**config.mk**
```make
export PLATFORM = sky130hd
export DESIGN_NAME = reset_sequencer
export DESIGN_NICKNAME = d
export VERILOG_FILES = /design/src/rtl/rst_seq_pkg.sv /design/src/rtl/rst_sync.sv /design/src/rtl/reset_sequencer.sv
export SDC_FILE = /design/constraint.sdc
export NUM_CORES = 1
export LEC_CHECK = 0
export ABC_AREA = 1
export CAP_MARGIN = 25
export CORE_UTILIZATION = 32
export CTS_CLUSTER_DIAMETER = 100
export DETAILED_ROUTE_END_ITERATION = 6
export PLACE_DENSITY = 0.55
export SLEW_MARGIN = 20
export SYNTH_ARGS = -nofsm -noshare
export SYNTH_HDL_FRONTEND = slang
export SYNTH_SLANG_ARGS = --single-unit
```
**constraint.sdc**
```tcl
create_clock -name clk -period 4.5 [get_ports clk]
set_input_delay 0.45 -clock clk [delete_from_list [all_inputs] [get_ports clk]]
set_output_delay 0.45 -clock clk [all_outputs]
set_load 0.02 [all_outputs]
```
**src/rtl/rst_seq_pkg.sv**
```systemverilog
// rst_seq_pkg: shared definitions for the staged reset sequencer.
//   seq_state_e : FSM state enum and encodings (HOLD, REL, RUN)
//   cnt_width() : width of a counter holding values 0 .. n-1 (minimum 1 bit)
package rst_seq_pkg;

  typedef enum logic [1:0] {
    ST_HOLD = 2'b00,
    ST_REL  = 2'b01,
    ST_RUN  = 2'b10
  } seq_state_e;

  function automatic int cnt_width(input int n);
    return (n <= 2) ? 1 : $clog2(n);
  endfunction

endpackage

```
**src/rtl/rst_sync.sv**
```systemverilog
// rst_sync: reset synchronizer. Asserts asynchronously, releases
// synchronously after SYNC_STAGES rising edges of clk_i.
//   clk_i    : clock
//   arst_n_i : raw asynchronous active-low reset
//   rst_n_o  : synchronized active-low reset
module rst_sync #(
  parameter int SYNC_STAGES = 2
) (
  input  logic clk_i,
  input  logic arst_n_i,
  output logic rst_n_o
);

  logic [SYNC_STAGES-1:0] sync_q;

  always_ff @(posedge clk_i or negedge arst_n_i) begin
    if (!arst_n_i) begin
      sync_q <= '0;
    end else begin
      sync_q <= {sync_q[SYNC_STAGES-2:0], 1'b1};
    end
  end

  assign rst_n_o = sync_q[SYNC_STAGES-1];

endmodule

```
**src/rtl/reset_sequencer.sv**
```systemverilog
// reset_sequencer: staged release of NUM_CH active-high reset channels.
// After the synchronized reset releases, all channels are held for
// HOLD_CYCLES edges, then released one by one in ascending order,
// STAGE_GAP edges apart. sw_req re-runs the whole sequence.
//
// Optional feature macro: RST_SEQ_WDOG_EN adds a RUN-state watchdog
// (parameter WDOG_LIMIT, ports wdog_kick / wdog_to) that re-sequences
// when no kick arrives within WDOG_LIMIT edges.
//
// Ports:
//   clk       : sole clock, rising edge
//   reset     : asynchronous active-low reset
//   sw_req    : single-cycle request to re-run the sequence
//   ch_reset  : per-channel active-high reset outputs
//   busy      : high while any channel is asserted (always ~done)
//   done      : high while all channels are released
//   cycle_cnt : edges spent in RUN since the last release, saturating
//   wdog_kick : (RST_SEQ_WDOG_EN) watchdog kick
//   wdog_to   : (RST_SEQ_WDOG_EN) sticky watchdog timeout flag
//
// state | meaning
// HOLD  | all channels asserted, counting HOLD_CYCLES
// REL   | releasing channels one per STAGE_GAP edges
// RUN   | all channels released, cycle_cnt counting
module reset_sequencer
  import rst_seq_pkg::*;
#(
  parameter int NUM_CH      = 2,
  parameter int HOLD_CYCLES = 10,
  parameter int STAGE_GAP   = 4,
  parameter int SYNC_STAGES = 2,
  parameter int CNT_W       = 32
`ifdef RST_SEQ_WDOG_EN
  ,
  parameter int WDOG_LIMIT  = 1000
`endif
) (
  input  logic              clk,
  input  logic              reset,
  input  logic              sw_req,
`ifdef RST_SEQ_WDOG_EN
  input  logic              wdog_kick,
  output logic              wdog_to,
`endif
  output logic [NUM_CH-1:0] ch_reset,
  output logic              busy,
  output logic              done,
  output logic [CNT_W-1:0]  cycle_cnt
);

  localparam int HOLD_W = cnt_width(HOLD_CYCLES);
  localparam int GAP_W  = cnt_width(STAGE_GAP);

  localparam logic [HOLD_W-1:0] HOLD_LAST = HOLD_W'(HOLD_CYCLES - 1);
  localparam logic [GAP_W-1:0]  GAP_LAST  = GAP_W'(STAGE_GAP - 1);
  // Channels release as a shifting thermometer; the last release happens
  // when only the top bit is still set.
  localparam logic [NUM_CH-1:0] LAST_CH   = NUM_CH'(1) << (NUM_CH - 1);
  localparam logic [CNT_W-1:0]  CNT_MAX   = '1;

  logic              rst_sync_n;
  logic              reseq;
  seq_state_e        state_q;
  logic              armed_q;
  logic [HOLD_W-1:0] hold_cnt_q;
  logic [GAP_W-1:0]  gap_cnt_q;
  logic [NUM_CH-1:0] ch_reset_q;
  logic              done_q;
  logic [CNT_W-1:0]  cycle_cnt_q;

  rst_sync #(
    .SYNC_STAGES(SYNC_STAGES)
  ) u_rst_sync (
    .clk_i    (clk),
    .arst_n_i (reset),
    .rst_n_o  (rst_sync_n)
  );

`ifdef RST_SEQ_WDOG_EN
  localparam int WDOG_W = cnt_width(WDOG_LIMIT);
  localparam logic [WDOG_W-1:0] WDOG_LAST = WDOG_W'(WDOG_LIMIT - 1);

  logic [WDOG_W-1:0] wdog_cnt_q;
  logic              wdog_to_q;
  logic              wdog_fire;

  // A kick on the limit edge wins over the timeout.
  assign wdog_fire = (state_q == ST_RUN) && !wdog_kick && (wdog_cnt_q == WDOG_LAST);

  always_ff @(posedge clk or negedge reset) begin
    if (!reset) begin
      wdog_cnt_q <= '0;
      wdog_to_q  <= 1'b0;
    end else begin
      if ((state_q != ST_RUN) || wdog_kick || wdog_fire) begin
        wdog_cnt_q <= '0;
      end else begin
        wdog_cnt_q <= wdog_cnt_q + WDOG_W'(1);
      end
      if (wdog_fire) begin
        wdog_to_q <= 1'b1;
      end
    end
  end

  assign reseq   = sw_req | wdog_fire;
  assign wdog_to = wdog_to_q;
`else
  assign reseq = sw_req;
`endif

  // armed_q delays counting by one edge after the synchronizer releases, so
  // the release edge behaves like the edge of a re-sequence request and the
  // first channel drops on edge SYNC_STAGES + HOLD_CYCLES.
  always_ff @(posedge clk or negedge reset) begin
    if (!reset) begin
      state_q     <= ST_HOLD;
      armed_q     <= 1'b0;
      hold_cnt_q  <= '0;
      gap_cnt_q   <= '0;
      ch_reset_q  <= '1;
      done_q      <= 1'b0;
      cycle_cnt_q <= '0;
    end else if (!rst_sync_n || reseq) begin
      state_q     <= ST_HOLD;
      armed_q     <= rst_sync_n;
      hold_cnt_q  <= '0;
      gap_cnt_q   <= '0;
      ch_reset_q  <= '1;
      done_q      <= 1'b0;
      cycle_cnt_q <= '0;
    end else if (!armed_q) begin
      armed_q <= 1'b1;
    end else begin
      case (state_q)
        ST_HOLD: begin
          if (hold_cnt_q == HOLD_LAST) begin
            hold_cnt_q <= '0;
            gap_cnt_q  <= '0;
            ch_reset_q <= ch_reset_q << 1;
            if (ch_reset_q == LAST_CH) begin
              state_q <= ST_RUN;
              done_q  <= 1'b1;
            end else begin
              state_q <= ST_REL;
            end
          end else begin
            hold_cnt_q <= hold_cnt_q + HOLD_W'(1);
          end
        end
        ST_REL: begin
          if (gap_cnt_q == GAP_LAST) begin
            gap_cnt_q  <= '0;
            ch_reset_q <= ch_reset_q << 1;
            if (ch_reset_q == LAST_CH) begin
              state_q <= ST_RUN;
              done_q  <= 1'b1;
            end
          end else begin
            gap_cnt_q <= gap_cnt_q + GAP_W'(1);
          end
        end
        ST_RUN: begin
          if (cycle_cnt_q != CNT_MAX) begin
            cycle_cnt_q <= cycle_cnt_q + CNT_W'(1);
          end
        end
        default: begin
          state_q     <= ST_HOLD;
          hold_cnt_q  <= '0;
          gap_cnt_q   <= '0;
          ch_reset_q  <= '1;
          done_q      <= 1'b0;
          cycle_cnt_q <= '0;
        end
      endcase
    end
  end

  assign ch_reset  = ch_reset_q;
  assign done      = done_q;
  assign busy      = ~done_q;
  assign cycle_cnt = cycle_cnt_q;

endmodule

```
==> run_summary.xml, run 1 <==
<?xml version="1.0" encoding="UTF-8"?>
<metrics>
  <group name="run_status">
    <metric name="outcome" unit="">completed</metric>
  </group>
  <group name="power_and_ir_drop">
    <metric name="total_switching_power" unit="mW">0.264</metric>
    <metric name="leakage" unit="nW">1.46</metric>
    <metric name="swShare" unit="">0.306</metric>
    <metric name="power.share.sequential" unit="">0.521</metric>
    <metric name="internal_power" unit="mW">0.598</metric>
    <metric name="clock_network_fraction_of_total_power" unit="">0.301</metric>
    <metric name="power_per_cell_area" unit="nW/um^2">245</metric>
    <metric name="p_total" unit="mW">0.862</metric>
    <metric name="peakVddDrop" unit="mV">0.206</metric>
    <metric name="combinational_share_of_power" unit="">0.178</metric>
  </group>
  <group name="timing">
    <metric name="final_cycle_utilization_of_the_critical_path" unit="">0.479</metric>
    <metric name="fin_worst_hold_slack" unit="ns">0.104</metric>
    <metric name="finalSetupViolations" unit="">0</metric>
    <metric name="final.min_clock_period" unit="ns">2.16</metric>
    <metric name="timing_worst_slew_pin_value" unit="ns">0.533</metric>
    <metric name="maxSlewViolCount" unit="">0</metric>
    <metric name="finClkSkew" unit="ns">0.0206</metric>
    <metric name="hold_viol" unit="">0</metric>
    <metric name="fin_setup_tns" unit="ns">0</metric>
    <metric name="rsz0062_at_grt" unit="">false</metric>
    <metric name="slew_headroom" unit="">0.645</metric>
    <metric name="fmax" unit="MHz">464</metric>
  </group>
  <group name="worst_setup_path">
    <metric name="critical_path_arrival" unit="ns">2.35</metric>
    <metric name="critPathMaxFanout" unit="">22</metric>
    <metric name="critPathMaxStageDelay" unit="ns">0.52</metric>
    <metric name="critPathMostFrequentCell" unit="">sky130_fd_sc_hd__nand2_1</metric>
    <metric name="end_kind" unit="">register</metric>
    <metric name="timing.reg2reg.worst_path_depth" unit="">10</metric>
    <metric name="critPathRequiredTime" unit="ns">4.69</metric>
    <metric name="path_buf_inv" unit="">1</metric>
    <metric name="crit_family" unit="">simple AND/OR/NAND/NOR gates</metric>
    <metric name="r2r_setup_slk" unit="ns">2.34</metric>
    <metric name="timing.critical_path.slowest_stage_cell" unit="">sky130_fd_sc_hd__dfrtp_1</metric>
    <metric name="r2r-end" unit="">cycle_cnt[31]$_DFFE_PN0P_</metric>
    <metric name="crit_chain" unit="">ha_1, nand2_1, nor2_4, nand2_4, nor2_8, nand2_4, nand3_4, inv_2, nand2_1, nand2_1</metric>
    <metric name="worst-setup-path-type" unit="">register to register</metric>
    <metric name="critical_path.reg2reg.startpoint" unit="">cycle_cnt[0]$_DFFE_PN0P_</metric>
    <metric name="critPathLaunchType" unit="">register</metric>
  </group>
  <group name="synthesis">
    <metric name="synthesized_area" unit="um^2">2990</metric>
    <metric name="async_reset_ff_frac" unit="">1.00</metric>
    <metric name="avgSynthCellArea" unit="um^2">7.68</metric>
    <metric name="synth_area_leaders" unit="">sky130_fd_sc_hd__dfrtp_1 (37%), sky130_fd_sc_hd__nand2_1 (17%), sky130_fd_sc_hd__o21ai_2 (6.4%)</metric>
    <metric name="number_of_synthesized_flops_with_an_enable_pin" unit="">0</metric>
    <metric name="synth_top_area_frac" unit="">0.368</metric>
    <metric name="synth_compound_gate_area_share" unit="">0.102</metric>
    <metric name="synthMuxAreaShare" unit="">0</metric>
    <metric name="ys_ff_latch" unit="">46</metric>
    <metric name="synth.distinct_cells" unit="">33</metric>
    <metric name="netlist_top_cells_count" unit="">sky130_fd_sc_hd__nand2_1 (133), sky130_fd_sc_hd__dfrtp_1 (44), sky130_fd_sc_hd__nor2_1 (43)</metric>
    <metric name="synth_sequential_area_ratio" unit="">0.386</metric>
    <metric name="synth_top_area_cell" unit="">sky130_fd_sc_hd__dfrtp_1</metric>
    <metric name="yosysMostFrequentCell" unit="">sky130_fd_sc_hd__nand2_1</metric>
    <metric name="main_combinational_cell_family_by_area_after_synthesis" unit="">simple AND/OR/NAND/NOR gates</metric>
    <metric name="synthSimpleGateAreaFrac" unit="">0.348</metric>
    <metric name="mappedNetlistNets" unit="">399</metric>
    <metric name="post_synthesis_share_of_cell_area_spent_on_full_adders_half_adders_and_majority_gates" unit="">0.0293</metric>
    <metric name="synth_top_flop_cell" unit="">sky130_fd_sc_hd__dfrtp_1</metric>
    <metric name="ys.warnings.count" unit="">0</metric>
    <metric name="postSynthCellCount" unit="">389</metric>
    <metric name="share_of_the_synthesized_netlist_area_taken_by_xor_and_xnor_gates" unit="">0.0586</metric>
  </group>
  <group name="finish">
    <metric name="share_of_post_route_cells_with_drive_strength_above_1" unit="">0.153</metric>
    <metric name="areaGrowthSynthToFinish" unit="%">17.8</metric>
    <metric name="finalNetCount" unit="">439</metric>
    <metric name="insertedDiodeCount" unit="">0</metric>
  </group>
  <group name="clock_tree">
    <metric name="clock_sinks" unit="">46</metric>
    <metric name="clock_path_buffers" unit="">2</metric>
    <metric name="tritoncts_clock_tree" unit="">done</metric>
    <metric name="worstSkewPairLatency" unit="ns">0.31</metric>
    <metric name="clk_root_buffer_cell" unit="">sky130_fd_sc_hd__clkbuf_8</metric>
    <metric name="cts.clk_slew.worst_paths" unit="ns">0.10</metric>
    <metric name="post-cts-setup-buffer-count" unit="">0</metric>
    <metric name="number_of_cts_inserted_buffers" unit="">5</metric>
    <metric name="post_cts_resize_count" unit="">0</metric>
    <metric name="cts_hold_buffers" unit="">0</metric>
    <metric name="ctsHtreeMaxLevel" unit="">2</metric>
  </group>
  <group name="placed_design">
    <metric name="port_buffers" unit="">38</metric>
    <metric name="detailed_place_hpwl" unit="um">5180</metric>
    <metric name="gpl_congestion" unit="">0.804</metric>
  </group>
  <group name="die">
    <metric name="fp-row-count" unit="">34</metric>
    <metric name="dieArea" unit="um^2">9730</metric>
    <metric name="boundaryPins" unit="">39</metric>
    <metric name="die_w" unit="um">98.7</metric>
    <metric name="core_area" unit="um^2">8890</metric>
    <metric name="die_h" unit="um">98.7</metric>
    <metric name="start_util" unit="">0.336</metric>
  </group>
  <group name="routing">
    <metric name="remaining_routing_drc_violations" unit="">0</metric>
    <metric name="drt_pass1_iterations" unit="">5</metric>
    <metric name="ant_nets" unit="">0</metric>
    <metric name="drt-initial-drc-count" unit="">95</metric>
    <metric name="route.detailed.vias_per_inst" unit="">4.63</metric>
    <metric name="post_drt_wl_per_cell" unit="um">12.5</metric>
    <metric name="via_count" unit="">2492</metric>
    <metric name="drt-total-wl" unit="um">6710</metric>
  </group>
  <group name="grt">
    <metric name="via_count_of_the_first_global_routing_pass" unit="">2448</metric>
    <metric name="grt_first_pass_wirelength" unit="um">11700</metric>
    <metric name="grt_antenna_before_repair" unit="">0</metric>
    <metric name="globalRouteTotalUtil" unit="">0.151</metric>
    <metric name="gr-total-overflow" unit="">0</metric>
    <metric name="grt_max_degree" unit="">33</metric>
  </group>
  <group name="min_path">
    <metric name="min_path_type" unit="">input port to async pin</metric>
  </group>
  <group name="job">
    <metric name="maxCapViolations" unit="">0</metric>
  </group>
</metrics>
[flip-flops by register name (all words and copies together) (netlist names)]
signal and cells:
gap_cnt_q 2, state_q 2, armed_q 1, ch_reset 2
u_rst_sync.sync_q 2, cycle_cnt 32, done 1, hold_cnt_q 4
[metrics by stage]
stage | util | worst slack (ns) | std cells | area [um^2]
2_1_floorplan | - | 2.69 | 389 | 2990
3_3_place_gp | 0.384 | 2.20 | 529 | 3420
3_5_place_dp | 0.387 | 2.16 | 530 | 3440
4_1_cts | 0.396 | 2.29 | 538 | 3520
5_1_grt | 0.396 | 2.12 | 538 | 3520
6_report | 0.396 | 2.34 | 538 | 3520
[power groups by stage]
stage	Sequential [mW]	Combinational (mW)	Clock, mW
3_5_place_dp	0.457	0.157	0
2_1_floorplan	0.464	0.107	0
3_3_place_gp	0.457	0.153	0
4_1_cts	0.449	0.157	0.270
5_1_grt	0.451	0.175	0.286
6_report	0.449	0.153	0.260
[cell families after synthesis]
logic type	count (synthesis)
DFF	46
xor gates and xnor gates	20
AOI/OAI and AO/OA	43
and+or+nand+nor	228
other	1
buffers and inverters	44
adders and majority gates	7
[placed cells by master, fill, tap and decap left out, drive strengths merged]
cell type,n
o22ai,3
clkinvlp,1
ha,7
clkdlybuf4s50,37
clkbuf,7
nor3,2
nor2,54
nand3b,2
o21ai,31
conb,1
a21oi,9
dfrtp,44
nand3,17
xor2,7
dfstp,2
nand2,150
buf,2
nand4,2
and2,1
xnor2,13
inv,38
[routing by layer]
| metal | share of wire | wire length, um | vias up | track usage |
|---|---|---|---|---|
| li1 | - | - | 1294 | - |
| met1 | 0.47 | 3160 | 1151 | 0.198 |
| met2 | 0.48 | 3200 | 41 | 0.257 |
| met3 | 0.040 | 270 | 6 | 0.0348 |
| met4 | 0.011 | 71 | 0 | 0.0299 |
| met5 | 0 | 0 | - | 0 |
[worst max path at each step]
stage | from | slack, ns | end | depth (start not counted)
2_1_floorplan | cycle_cnt[0]$_DFFE_PN0P_ | 2.69 | cycle_cnt[0]$_DFFE_PN0P_ | 9
3_3_place_gp | sw_req | 2.20 | cycle_cnt[19]$_DFFE_PN0P_ | 11
3_5_place_dp | sw_req | 2.16 | cycle_cnt[31]$_DFFE_PN0P_ | 11
4_1_cts | cycle_cnt[0]$_DFFE_PN0P_ | 2.29 | cycle_cnt[31]$_DFFE_PN0P_ | 10
5_1_grt | cycle_cnt[0]$_DFFE_PN0P_ | 2.12 | cycle_cnt[22]$_DFFE_PN0P_ | 10
6_report | cycle_cnt[0]$_DFFE_PN0P_ | 2.34 | cycle_cnt[31]$_DFFE_PN0P_ | 10
[layout make-up]
class                   count  area, um^2
fillers                   918        5370
multi-input cells         299        1610
flip-flops and latches     46        1150
repair buffers             39         395
inverters                  38         143
well taps                 108         135
clock buffers               7        76.3
clock inverters             1        7.51
Note: power is estimated with default switching activity, not from simulation.
==> run 2, diff against run 1 <==
- clock period: 4.5 -> 2.1 ns (I/O delays scaled with it)
==> run_summary.xml, run 2 (same netlist as run 1, synthesis figures left out) <==
<?xml version="1.0" encoding="UTF-8"?>
<metrics>
  <group name="finish">
    <metric name="mostFrequentLayoutCells" unit="">sky130_fd_sc_hd__nand2_1 (133), sky130_fd_sc_hd__dfrtp_1 (44), sky130_fd_sc_hd__nor2_1 (43)</metric>
    <metric name="final.fill_count" unit="">932</metric>
    <metric name="finalNetCount" unit="">450</metric>
    <metric name="areaGrowthSynthToFinish" unit="%">21.7</metric>
    <metric name="insertedDiodeCount" unit="">0</metric>
    <metric name="layout.cells.most_common" unit="">sky130_fd_sc_hd__nand2_1</metric>
    <metric name="flip_flop_count_of_the_largest_register_all_copies_and_words_added" unit="">32</metric>
    <metric name="share_of_post_route_cells_with_drive_strength_above_1" unit="">0.177</metric>
  </group>
  <group name="routing">
    <metric name="via_count" unit="">2566</metric>
    <metric name="route.detailed.vias_per_inst" unit="">4.67</metric>
    <metric name="drt-total-wl" unit="um">7100</metric>
    <metric name="remaining_routing_drc_violations" unit="">0</metric>
    <metric name="drt-initial-drc-count" unit="">106</metric>
    <metric name="ant_nets" unit="">0</metric>
    <metric name="post_drt_wl_per_cell" unit="um">12.9</metric>
    <metric name="drt_pass1_iterations" unit="">4</metric>
  </group>
  <group name="worst_setup_path">
    <metric name="worst-setup-path-type" unit="">register to register</metric>
    <metric name="end_kind" unit="">register</metric>
    <metric name="critPathRequiredTime" unit="ns">2.30</metric>
    <metric name="critPathMaxFanout" unit="">5</metric>
    <metric name="critPathLaunchType" unit="">register</metric>
    <metric name="critical_path_arrival" unit="ns">2.11</metric>
  </group>
  <group name="die">
    <metric name="die_w" unit="um">98.7</metric>
    <metric name="fp-row-count" unit="">34</metric>
    <metric name="dieArea" unit="um^2">9730</metric>
    <metric name="die_h" unit="um">98.7</metric>
    <metric name="start_util" unit="">0.336</metric>
    <metric name="core_area" unit="um^2">8890</metric>
    <metric name="boundaryPins" unit="">39</metric>
  </group>
  <group name="clock_tree">
    <metric name="number_of_cts_inserted_buffers" unit="">5</metric>
    <metric name="clock_sinks" unit="">46</metric>
    <metric name="ctsHtreeMaxLevel" unit="">2</metric>
    <metric name="clk_root_buffer_cell" unit="">sky130_fd_sc_hd__clkbuf_8</metric>
    <metric name="cts.clk_slew.worst_paths" unit="ns">0.10</metric>
    <metric name="clock_path_buffers" unit="">2</metric>
    <metric name="post_cts_resize_count" unit="">0</metric>
    <metric name="tritoncts_clock_tree" unit="">done</metric>
    <metric name="worstSkewPairLatency" unit="ns">0.30</metric>
  </group>
  <group name="power_and_ir_drop">
    <metric name="clock_network_fraction_of_total_power" unit="">0.345</metric>
    <metric name="swShare" unit="">0.293</metric>
    <metric name="power_per_cell_area" unit="nW/um^2">548</metric>
    <metric name="leakage" unit="nW">1.53</metric>
    <metric name="total_switching_power" unit="mW">0.584</metric>
    <metric name="combinational_share_of_power" unit="">0.174</metric>
    <metric name="peakVddDrop" unit="mV">0.315</metric>
    <metric name="power.share.sequential" unit="">0.481</metric>
    <metric name="internal_power" unit="mW">1.41</metric>
  </group>
  <group name="timing">
    <metric name="setup_slack" unit="ns">0.185</metric>
    <metric name="final.min_clock_period" unit="ns">1.92</metric>
    <metric name="final_cycle_utilization_of_the_critical_path" unit="">0.912</metric>
    <metric name="fmax" unit="MHz">522</metric>
    <metric name="rsz0062_at_grt" unit="">false</metric>
    <metric name="fin_setup_tns" unit="ns">0</metric>
    <metric name="maxSlewViolCount" unit="">0</metric>
    <metric name="hold_viol" unit="">0</metric>
    <metric name="finalSetupViolations" unit="">0</metric>
    <metric name="finClkSkew" unit="ns">0.00660</metric>
  </group>
  <group name="grt">
    <metric name="gr-total-overflow" unit="">0</metric>
    <metric name="globalRouteTotalUtil" unit="">0.157</metric>
    <metric name="grt_antenna_before_repair" unit="">0</metric>
    <metric name="grt_max_degree" unit="">33</metric>
    <metric name="grt_first_pass_wirelength" unit="um">12300</metric>
    <metric name="via_count_of_the_first_global_routing_pass" unit="">2546</metric>
  </group>
  <group name="job">
    <metric name="maxCapViolations" unit="">0</metric>
  </group>
  <group name="placed_design">
    <metric name="gpl_congestion" unit="">0.871</metric>
    <metric name="port_buffers" unit="">38</metric>
    <metric name="detailed_place_hpwl" unit="um">5500</metric>
    <metric name="dpl_worst_slack" unit="ns">0.183</metric>
  </group>
  <group name="run_status">
    <metric name="outcome" unit="">completed</metric>
  </group>
  <group name="min_path">
    <metric name="min_path_type" unit="">input port to async pin</metric>
  </group>
</metrics>
[run 2: stage by stage]
| stage | hold WS [ns] | std cells | instance area [um^2] | util | power [mW] |
|---|---|---|---|---|---|
| after global placement | 0.102 | 537 | 3490 | 0.393 | 1.32 |
| after CTS | 0.310 | 546 | 3610 | 0.407 | 2.02 |
| final | 0.308 | 549 | 3640 | 0.409 | 1.99 |
| after global routing | 0.320 | 549 | 3640 | 0.409 | 2.10 |
| after floorplan | -0.0856 | 389 | 2990 | - | 1.22 |
| after detailed placement | 0.102 | 537 | 3490 | 0.393 | 1.32 |
[run 2: final timing paths]
kind	start	end	slack, ns	cells after the start
setup reg to reg	cycle_cnt[1]$_DFFE_PN0P_	cycle_cnt[30]$_DFFE_PN0P_	0.18	10
hold reg to reg	u_rst_sync.sync_q[0]$_DFF_PN0_	u_rst_sync.sync_q[1]$_DFF_PN0_	0.36	0
min in group clk	u_rst_sync.sync_q[0]$_DFF_PN0_	u_rst_sync.sync_q[1]$_DFF_PN0_	0.36	0
setup / recovery	cycle_cnt[1]$_DFFE_PN0P_	cycle_cnt[30]$_DFFE_PN0P_	0.18	10
hold / removal	reset	cycle_cnt[3]$_DFFE_PN0P_	0.31	2
max in group asynchronous	reset	ch_reset[0]$_DFFE_PN1P_	1.21	3
[run 2: power groups by stage]
| stage | Combinational, mW | Clock, mW | Sequential (mW) |
|---|---|---|---|
| 2_1_floorplan | 0.229 | 0 | 0.994 |
| 3_3_place_gp | 0.342 | 0 | 0.976 |
| 3_5_place_dp | 0.345 | 0 | 0.978 |
| 4_1_cts | 0.349 | 0.710 | 0.960 |
| 5_1_grt | 0.392 | 0.740 | 0.965 |
| 6_report | 0.346 | 0.688 | 0.960 |
[run 2: what timing repair did]
action | CTS | global route
endpoints found under the hold margin | 8 | 0
hold buffers | 1 | 0
buffers inserted | 0 | 3
endpoints found under the setup margin | 0 | 12
[run 2: cell type report]
type	instances	area, um^2	area share
tap	108	135	0.0372
clock inverter	3	45.0	0.0124
clock buffer	5	68.8	0.0189
multi-input combinational	299	1610	0.443
timing repair buffer	50	480	0.132
sequential	46	1150	0.317
inverter	38	143	0.0392
[run 2: layer usage]
| layer | vias to the layer above | routed length [um] | GRT usage |
|---|---|---|---|
| li1 | 1316 | - | - |
| met1 | 1194 | 3380 | 0.212 |
| met2 | 52 | 3350 | 0.263 |
| met3 | 4 | 330 | 0.0262 |
| met4 | 0 | 45 | 0.0356 |
| met5 | - | 0 | 0 |
[run 2: worst max-delay path: stages, from the launching register on]
cell and delay (ns):
sky130_fd_sc_hd__dfrtp_1 0.44, sky130_fd_sc_hd__ha_1 0.22, sky130_fd_sc_hd__nand2_1 0.10, sky130_fd_sc_hd__nor2_4 0.18, sky130_fd_sc_hd__nand2_1 0.13, sky130_fd_sc_hd__nor2_1 0.29, sky130_fd_sc_hd__nand3b_1 0.17, sky130_fd_sc_hd__nand2_1 0.09
sky130_fd_sc_hd__nand2_1 0.07, sky130_fd_sc_hd__nand2_1 0.07, sky130_fd_sc_hd__nand2_1 0.05
==> run 3, diff against run 2 <==
- CORE_MARGIN: not set -> 4
- REMOVE_ABC_BUFFERS: not set -> 1
==> run_summary.xml, run 3 (same netlist as run 1, synthesis figures left out) <==
<?xml version="1.0" encoding="UTF-8"?>
<metrics>
  <group name="worst_setup_path">
    <metric name="worst-setup-path-type" unit="">register to register</metric>
    <metric name="end_kind" unit="">register</metric>
    <metric name="timing.reg2reg.worst_path_depth" unit="">10</metric>
    <metric name="critPathMaxStageDelay" unit="ns">0.41</metric>
    <metric name="critPathRequiredTime" unit="ns">2.28</metric>
    <metric name="critPathMaxFanout" unit="">12</metric>
    <metric name="r2r_setup_slk" unit="ns">0.25</metric>
    <metric name="crit_family" unit="">simple AND/OR/NAND/NOR gates</metric>
    <metric name="path_buf_inv" unit="">3</metric>
    <metric name="timing.critical_path.depth" unit="">10</metric>
    <metric name="crit_chain" unit="">inv_1, ha_1, inv_1, nor2_4, nand3_1, nor2_4, nand2_4, nand3_4, buf_4, o21ai_2</metric>
    <metric name="timing.critical_path.slowest_stage_cell" unit="">sky130_fd_sc_hd__dfrtp_1</metric>
    <metric name="critPathLaunchType" unit="">register</metric>
    <metric name="critical_path_arrival" unit="ns">2.03</metric>
  </group>
  <group name="timing">
    <metric name="fmax" unit="MHz">541</metric>
    <metric name="maxSlewViolCount" unit="">0</metric>
    <metric name="finClkSkew" unit="ns">0.0194</metric>
    <metric name="hold_viol" unit="">0</metric>
    <metric name="final.min_clock_period" unit="ns">1.85</metric>
    <metric name="final_cycle_utilization_of_the_critical_path" unit="">0.879</metric>
    <metric name="rsz0062_at_grt" unit="">false</metric>
    <metric name="finalSetupViolations" unit="">0</metric>
    <metric name="setup_slack" unit="ns">0.253</metric>
    <metric name="fin_setup_tns" unit="ns">0</metric>
    <metric name="fin_worst_hold_slack" unit="ns">0.354</metric>
  </group>
  <group name="finish">
    <metric name="insertedDiodeCount" unit="">0</metric>
    <metric name="finalNetCount" unit="">444</metric>
    <metric name="multiInputGateArea" unit="um^2">1610</metric>
    <metric name="final.fill_count" unit="">929</metric>
    <metric name="mostFrequentLayoutCells" unit="">sky130_fd_sc_hd__nand2_1 (133), sky130_fd_sc_hd__dfrtp_1 (44), sky130_fd_sc_hd__nor2_1 (43)</metric>
    <metric name="final_cell_area" unit="um^2">3580</metric>
    <metric name="layout.cells.most_common" unit="">sky130_fd_sc_hd__nand2_1</metric>
    <metric name="areaGrowthSynthToFinish" unit="%">19.8</metric>
    <metric name="flip_flop_count_of_the_largest_register_all_copies_and_words_added" unit="">32</metric>
    <metric name="layout.core_utilization" unit="">0.391</metric>
    <metric name="register_area" unit="um^2">1150</metric>
    <metric name="stdcell_count" unit="">545</metric>
    <metric name="share_of_post_route_cells_with_drive_strength_above_1" unit="">0.164</metric>
  </group>
  <group name="placed_design">
    <metric name="dpl_worst_slack" unit="ns">0.206</metric>
    <metric name="detailed_place_hpwl" unit="um">5280</metric>
    <metric name="cell_area_after_placement" unit="um^2">3460</metric>
    <metric name="gpl_congestion" unit="">0.814</metric>
    <metric name="placed_cells_incl_taps" unit="">537</metric>
    <metric name="port_buffers" unit="">38</metric>
  </group>
  <group name="grt">
    <metric name="gr-total-overflow" unit="">0</metric>
    <metric name="grt_first_pass_wirelength" unit="um">11300</metric>
    <metric name="globalRouteTotalUtil" unit="">0.124</metric>
    <metric name="grt_antenna_before_repair" unit="">0</metric>
    <metric name="via_count_of_the_first_global_routing_pass" unit="">2343</metric>
    <metric name="grt_max_degree" unit="">33</metric>
  </group>
  <group name="clock_tree">
    <metric name="cts.clk_slew.worst_paths" unit="ns">0.09</metric>
    <metric name="tritoncts_clock_tree" unit="">done</metric>
    <metric name="clock_sinks" unit="">46</metric>
    <metric name="clock_path_buffers" unit="">2</metric>
    <metric name="worstSkewPairLatency" unit="ns">0.29</metric>
    <metric name="ctsHtreeMaxLevel" unit="">2</metric>
    <metric name="clk_root_buffer_cell" unit="">sky130_fd_sc_hd__clkbuf_8</metric>
    <metric name="number_of_cts_inserted_buffers" unit="">5</metric>
  </group>
  <group name="run_status">
    <metric name="outcome" unit="">completed</metric>
  </group>
  <group name="power_and_ir_drop">
    <metric name="power_per_cell_area" unit="nW/um^2">550</metric>
    <metric name="p_total" unit="mW">1.97</metric>
    <metric name="peakVddDrop" unit="mV">0.335</metric>
    <metric name="leakage" unit="nW">1.50</metric>
  </group>
  <group name="die">
    <metric name="start_util" unit="">0.327</metric>
    <metric name="fp-row-count" unit="">35</metric>
    <metric name="die_w" unit="um">105</metric>
    <metric name="dieArea" unit="um^2">11000</metric>
    <metric name="core_area" unit="um^2">9150</metric>
    <metric name="die_h" unit="um">105</metric>
    <metric name="boundaryPins" unit="">39</metric>
  </group>
  <group name="routing">
    <metric name="post_drt_wl_per_cell" unit="um">12.3</metric>
    <metric name="route.detailed.vias_per_inst" unit="">4.48</metric>
    <metric name="drt-initial-drc-count" unit="">69</metric>
    <metric name="ant_nets" unit="">0</metric>
    <metric name="remaining_routing_drc_violations" unit="">0</metric>
    <metric name="via_count" unit="">2443</metric>
    <metric name="drt_pass1_iterations" unit="">4</metric>
    <metric name="drt-total-wl" unit="um">6700</metric>
  </group>
  <group name="job">
    <metric name="maxCapViolations" unit="">0</metric>
  </group>
  <group name="min_path">
    <metric name="timing.hold.worst_path_depth" unit="">0</metric>
    <metric name="min_path_type" unit="">register to register</metric>
  </group>
</metrics>
## run 3: cell type report
class | instances | area share
Clock inverter | 1 | 0.00838
Sequential cell | 46 | 0.322
Inverter | 38 | 0.0398
Tap cell | 111 | 0.0388
Multi-Input combinational cell | 299 | 0.450
Timing Repair Buffer | 44 | 0.118
Clock buffer | 6 | 0.0231
## run 3: routing by layer
metal,up-vias,share of wire,global-route usage,wire length (um)
met2,35,0.48,0.212,3240
met5,-,0,0,0
met4,0,0.0091,0.0216,61
met1,1099,0.47,0.167,3140
met3,4,0.038,0.0235,256
li1,1305,-,-,-
## run 3: repair_timing
action,CTS,global route
hold endpoints to repair,17,0
hold buffers,1,0
resized for setup,0,0
setup buffers,0,0
## run 3: report_power, final
group / switching, mW / internal [mW]
sequential: 0.0303 / 0.932
clock: 0.292 / 0.381
combinational: 0.219 / 0.117
total: 0.541 / 1.43
## run 3: worst paths after layout
check	endpoint	start
max	cycle_cnt[18]$_DFFE_PN0P_	state_q[0]$_DFFE_PN0P_
min	u_rst_sync.sync_q[1]$_DFF_PN0_	u_rst_sync.sync_q[0]$_DFF_PN0_
max reg2reg	cycle_cnt[18]$_DFFE_PN0P_	state_q[0]$_DFFE_PN0P_
min reg2reg	u_rst_sync.sync_q[1]$_DFF_PN0_	u_rst_sync.sync_q[0]$_DFF_PN0_
max in group asynchronous	cycle_cnt[31]$_DFFE_PN0P_	reset
min in group asynchronous	cycle_cnt[4]$_DFFE_PN0P_	reset
